File: src/rtl/mitchell_log_multiplier.sv
// Mitchell logarithmic 8x8 unsigned approximate multiplier, 2-stage pipeline.
// Ports: clk, rst (sync, active-high), in_valid, A, B -> out_valid, result,
//   debug taps (zero flags, leading, fraction, log_A/B, carry, log_result).
// Macro LOG_MULT_TAPS_EN: when defined the taps are driven, else tied to 0.
module mitchell_log_multiplier (
  input  logic        clk,
  input  logic        rst,
  input  logic        in_valid,
  input  logic [7:0]  A,
  input  logic [7:0]  B,
  output logic        out_valid,
  output logic        zero_flag_A,
  output logic        zero_flag_B,
  output logic [2:0]  leading_A,
  output logic [2:0]  leading_B,
  output logic [6:0]  fraction_A,
  output logic [6:0]  fraction_B,
  output logic [9:0]  log_A,
  output logic [9:0]  log_B,
  output logic        fraction_sum_carry,
  output logic [10:0] log_result,
  output logic [15:0] result
);

  function automatic logic [2:0] lead_one(input logic [7:0] v);
    lead_one = 3'd0;
    for (int i = 0; i < 8; i++)
      if (v[i]) lead_one = i[2:0];
  endfunction

  // stage 1 state
  logic       v1_q, v1_d;
  logic       za_q, za_d, zb_q, zb_d;
  logic [2:0] ka_q, ka_d, kb_q, kb_d;
  logic [6:0] xa_q, xa_d, xb_q, xb_d;

  // stage 2 state
  logic        ov_q, ov_d;
  logic [15:0] res_q, res_d;

  logic [2:0] ka_n, kb_n;
  logic [7:0] sha, shb;

  always_comb begin
    ka_n = lead_one(A);
    kb_n = lead_one(B);
    // normalise so the leading one lands in bit 7; bits below are x
    sha  = A << (3'd7 - ka_n);
    shb  = B << (3'd7 - kb_n);
    v1_d = in_valid;
    za_d = za_q;
    zb_d = zb_q;
    ka_d = ka_q;
    kb_d = kb_q;
    xa_d = xa_q;
    xb_d = xb_q;
    if (in_valid) begin
      za_d = (A == 8'd0);
      zb_d = (B == 8'd0);
      ka_d = ka_n;
      kb_d = kb_n;
      xa_d = sha[6:0];
      xb_d = shb[6:0];
    end
  end

  logic [7:0]  fsum;
  logic [3:0]  big_k;
  logic [7:0]  mant;
  logic [22:0] wide;
  logic [15:0] prod;

  always_comb begin
    fsum  = {1'b0, xa_q} + {1'b0, xb_q};
    big_k = {1'b0, ka_q} + {1'b0, kb_q} + {3'b0, fsum[7]};
    // antilog: (1.F) * 2^K, then drop the 7 fraction bits
    mant  = {1'b1, fsum[6:0]};
    wide  = {15'b0, mant} << big_k;
    prod  = 16'(wide >> 7);
    if (za_q || zb_q) prod = 16'd0;
    ov_d  = v1_q;
    res_d = v1_q ? prod : res_q;
  end

  always_ff @(posedge clk) begin
    if (rst) begin
      v1_q  <= 1'b0;
      za_q  <= 1'b0;
      zb_q  <= 1'b0;
      ka_q  <= 3'd0;
      kb_q  <= 3'd0;
      xa_q  <= 7'd0;
      xb_q  <= 7'd0;
      ov_q  <= 1'b0;
      res_q <= 16'd0;
    end else begin
      v1_q  <= v1_d;
      za_q  <= za_d;
      zb_q  <= zb_d;
      ka_q  <= ka_d;
      kb_q  <= kb_d;
      xa_q  <= xa_d;
      xb_q  <= xb_d;
      ov_q  <= ov_d;
      res_q <= res_d;
    end
  end

  assign out_valid = ov_q;
  assign result    = res_q;

`ifdef LOG_MULT_TAPS_EN
  logic        tza_q, tza_d, tzb_q, tzb_d;
  logic [2:0]  tka_q, tka_d, tkb_q, tkb_d;
  logic [6:0]  txa_q, txa_d, txb_q, txb_d;
  logic        tc_q, tc_d;
  logic [10:0] tlr_q, tlr_d;
  logic [9:0]  la, lb;

  always_comb begin
    la    = {3'b0, ka_q, xa_q};
    lb    = {3'b0, kb_q, xb_q};
    tza_d = tza_q;
    tzb_d = tzb_q;
    tka_d = tka_q;
    tkb_d = tkb_q;
    txa_d = txa_q;
    txb_d = txb_q;
    tc_d  = tc_q;
    tlr_d = tlr_q;
    if (v1_q) begin
      tza_d = za_q;
      tzb_d = zb_q;
      tka_d = ka_q;
      tkb_d = kb_q;
      txa_d = xa_q;
      txb_d = xb_q;
      tc_d  = fsum[7];
      tlr_d = {1'b0, la} + {1'b0, lb};
    end
  end

  always_ff @(posedge clk) begin
    if (rst) begin
      tza_q <= 1'b0;
      tzb_q <= 1'b0;
      tka_q <= 3'd0;
      tkb_q <= 3'd0;
      txa_q <= 7'd0;
      txb_q <= 7'd0;
      tc_q  <= 1'b0;
      tlr_q <= 11'd0;
    end else begin
      tza_q <= tza_d;
      tzb_q <= tzb_d;
      tka_q <= tka_d;
      tkb_q <= tkb_d;
      txa_q <= txa_d;
      txb_q <= txb_d;
      tc_q  <= tc_d;
      tlr_q <= tlr_d;
    end
  end

  assign zero_flag_A        = tza_q;
  assign zero_flag_B        = tzb_q;
  assign leading_A          = tka_q;
  assign leading_B          = tkb_q;
  assign fraction_A         = txa_q;
  assign fraction_B         = txb_q;
  assign log_A              = {3'b0, tka_q, txa_q};
  assign log_B              = {3'b0, tkb_q, txb_q};
  assign fraction_sum_carry = tc_q;
  assign log_result         = tlr_q;
`else
  assign zero_flag_A        = 1'b0;
  assign zero_flag_B        = 1'b0;
  assign leading_A          = 3'd0;
  assign leading_B          = 3'd0;
  assign fraction_A         = 7'd0;
  assign fraction_B         = 7'd0;
  assign log_A              = 10'd0;
  assign log_B              = 10'd0;
  assign fraction_sum_carry = 1'b0;
  assign log_result         = 11'd0;
`endif

endmodule

File: config.mk
export PLATFORM = sky130hd
export DESIGN_NAME = mitchell_log_multiplier
export DESIGN_NICKNAME = d
export VERILOG_FILES = /design/src/rtl/mitchell_log_multiplier.sv
export SDC_FILE = /design/constraint.sdc
export NUM_CORES = 1
export LEC_CHECK = 0
export CAP_MARGIN = 20
export CORE_MARGIN = 4
export CORE_UTILIZATION = 25
export CTS_BUF_LIST = sky130_fd_sc_hd__clkbuf_4
export DETAILED_ROUTE_END_ITERATION = 16
export PLACE_DENSITY = 0.52
export SYNTH_ARGS = -nofsm -noshare
export SYNTH_HDL_FRONTEND = slang
export SYNTH_SLANG_ARGS = --single-unit
export TNS_END_PERCENT = 100
File: constraint.sdc
create_clock -name clk -period 4.3 [get_ports clk]
set_input_delay 0.645 -clock clk [delete_from_list [all_inputs] [get_ports clk]]
set_output_delay 0.645 -clock clk [all_outputs]
set_load 0.02 [all_outputs]
==> metrics.txt <==
run status=finished, final reports clean; proportion of layout cells with a drive suffix above 1=6.51%; data required time at the worst endpoint=4.60 ns; Final Net Count=491; post-CTS setup buffer count=0; fill count=1411; measured slew at the worst slew-check pin=0.842 ns; fraction of synthesis flops using an asynchronous set or reset pin=0%; Flop pwr share=36.8%; Final Util=28.8%; final setup margin=0.496 ns; final critical-path share of the clock period=88.5%; combinational share of power=40.0%; worst min-delay path class=reg2reg; Layout area overhead=11.0%; count of unique library cells instantiated by Yosys=68; clock sink count=40; register bit count reported by yosys=40; number of failing setup endpoints in the final timing report=0; placer's final routability congestion estimate=0.865; total die area=15200 sq um; register-to-register path setup slack=0.50 ns; DPL Wire Length=6720 um; highest clock frequency the design can meet=263 MHz; main combinational cell family by area after synthesis=compound AO/OA/AOI/OAI gates; maximum fanout count along the critical path=15; clock network power share=23.1%; buffer type at the clock tree root=sky130_fd_sc_hd__clkbuf_4; CTS tree=done; highest-count cells in the layout ignoring fill and taps=sky130_fd_sc_hd__conb_1 (54), sky130_fd_sc_hd__nor2_1 (43), sky130_fd_sc_hd__nand2_1 (40), sky130_fd_sc_hd__dfxtp_1 (40), sky130_fd_sc_hd__clkdlybuf4s50_1 (35); DP Worst Slack=0.524 ns; final hold violations=0; register area=801 sq um; number of vias after detailed routing=3148; first drt pass iteration count=5; number of I/O port buffers=35; H-tree lvl count=2; total clock buffers created by CTS=5; final number of max-transition violations=0; diode insertion count for antenna repair=0; worst max-slew margin expressed relative to the limit=43.4%; row count=41; warning count from the yosys run=0; Hold Buf Count CTS=0; critical path start-end classification=reg2reg; per-instance average area after synthesis=7.62 sq um; Adder-Cell Fraction of Synth Area=5.19%; DRC marker count from the first detailed-route iteration=248; Synth Area in XOR/XNOR=0.789%; Startpoint Class=flip-flop; EDFF count, synth=0; Post-Synth Simple-Gate Area=20.7%; global-route wire length before repair=14100 um; worst hold path depth=2; setup total negative slack=0 ns; Clock Pin Slew Worst Setup and Hold Paths=0.15 ns; sequential fraction of the synthesis area=24.1%; I/O pin count=90; predominant post-synthesis flop cell=sky130_fd_sc_hd__dfxtp_1; Core Box Area=12800 sq um; post-synthesis mux area share=1.92%; Fin Clk Skew=0.0308 ns; max cap viols=0; routed length per instance=13.7 um; count of cells resized by post-cts repair=0; worst vdd ir=102 uV; remaining number of nets flagged by the antenna check after routing=0; Pwr Density=301 nW/um^2; crit path DAT=4.10 ns; post-route DRC violation count=0; die width=123 um; compound-gate portion of the synthesized area=29.3%; final worst hold slack=0.469 ns; via density per instance=4.97; GRT Util Overall=11.4%; overall power=1.11 mW; total area of multi-input combinational cells=2130 sq um; final period demand of the worst path=3.80 ns; number of global-route vias before repair=2821; most common cell after layout, fill and taps aside=sky130_fd_sc_hd__conb_1; number of antenna violations at the first check in global routing=0; total global routing overflow=0; vertical extent of the die=123 um; number of cells produced by synthesis=437; initial cell density of the core=26.0%; RSZ-0062 raised after global routing=false; synthesized area=3330 sq um; switching share of total power=39.5%; reg2reg path depth=13; Int Power=673 uW; maximum buffer depth of the clock tree=2; maximum number of pins on one net before global-route repair=39; static power due to leakage=1.42 nW; clock latency on the worst-skew pair=0.38 ns; endpoint type of the worst setup path=flip-flop; wire length reported by the detailed router=8690 um; net load switching power=439 uW
## power groups by stage
stage / Clock, mW / Combinational (mW) / Sequential (mW)
after global routing: 0.275 / 0.494 / 0.414
after detailed placement: 0 / 0.438 / 0.419
after global placement: 0 / 0.438 / 0.418
after floorplan: 0 / 0.360 / 0.424
after CTS: 0.264 / 0.441 / 0.410
final: 0.257 / 0.445 / 0.410
## cell usage after synthesis, drive strengths merged (4+ instances only)
cell	n	area, sq um
a2111oi	6	71.3
a211oi	13	97.6
a21o	5	37.5
a21oi	29	145
a31oi	6	52.6
a32oi	5	43.8
and2	4	26.3
buf	65	478
clkbuf	14	52.6
dfxtp	40	801
ha	9	113
inv	18	67.6
nand2	41	156
nand2b	7	43.8
nand3	13	65.1
nor2	43	161
nor2b	7	43.8
nor3	7	40.0
nor3b	4	30.0
nor4	6	37.5
o21ai	23	119
or3	7	48.8
## critical path: stages, from the launching register on
cell,delay [ns]
sky130_fd_sc_hd__dfxtp_1,0.33
sky130_fd_sc_hd__ha_1,0.50
sky130_fd_sc_hd__nand2_2,0.12
sky130_fd_sc_hd__nor3b_1,0.27
sky130_fd_sc_hd__o21ai_1,0.22
sky130_fd_sc_hd__nand2_1,0.11
sky130_fd_sc_hd__a21oi_1,0.08
sky130_fd_sc_hd__fa_1,0.84
sky130_fd_sc_hd__nand2b_1,0.17
sky130_fd_sc_hd__a21oi_1,0.05
sky130_fd_sc_hd__nor4_1,0.54
sky130_fd_sc_hd__and2_1,0.25
sky130_fd_sc_hd__nor3_1,0.07
sky130_fd_sc_hd__o41ai_2,0.18
## path summary, 6_finish.rpt
| kind | start | end |
|---|---|---|
| max | xa_q[3]$_SDFFE_PP0P_ | result[9]$_SDFFE_PP0P_ |
| min | xa_q[2]$_SDFFE_PP0P_ | xa_q[2]$_SDFFE_PP0P_ |
| max reg2reg | xa_q[3]$_SDFFE_PP0P_ | result[9]$_SDFFE_PP0P_ |
| min reg2reg | xa_q[2]$_SDFFE_PP0P_ | xa_q[2]$_SDFFE_PP0P_ |
## metrics by stage
| step | std cells | instance area [sq um] |
|---|---|---|
| after global routing | 633 | 3690 |
| after floorplan | 490 | 3530 |
| after CTS | 633 | 3690 |
| after detailed placement | 625 | 3610 |
| after global placement | 625 | 3610 |
| final | 633 | 3690 |
## metal layers
layer  vias to the layer above  global-route usage, %  routed length [um]
li1                       1532                      -                   -
met1                      1479                   15.4                3880
met2                       121                   18.5                4090
met3                        16                   1.92                 529
met4                         0                   4.01                 194
met5                         -                      0                   0
## logic make-up after synthesis
family | count (synthesis)
and+or+nand+nor | 144
AOI/OAI and AO/OA | 134
muxes | 6
adders and majority gates | 12
buffers and inverters | 97
DFF | 40
xor gates and xnor gates | 3
other | 1
## area by class of cell
type | count | share of cell area (%)
repair buffers | 42 | 10.9
well taps | 172 | 5.82
multi-input cells | 353 | 57.6
flip-flops and latches | 40 | 21.7
inverters | 18 | 1.83
clock inverters | 3 | 1.15
clock buffers | 5 | 1.02
## state kept, by name, summed over array words and instances, names as in the netlist
| name | flops |
|---|---|
| ov_d | 1 |
| out_valid | 1 |
| result | 16 |
| ka_q | 3 |
| kb_q | 3 |
| za_q | 1 |
| xa_q | 7 |
| zb_q | 1 |
| xb_q | 7 |
(Power assumes the default switching activity.)
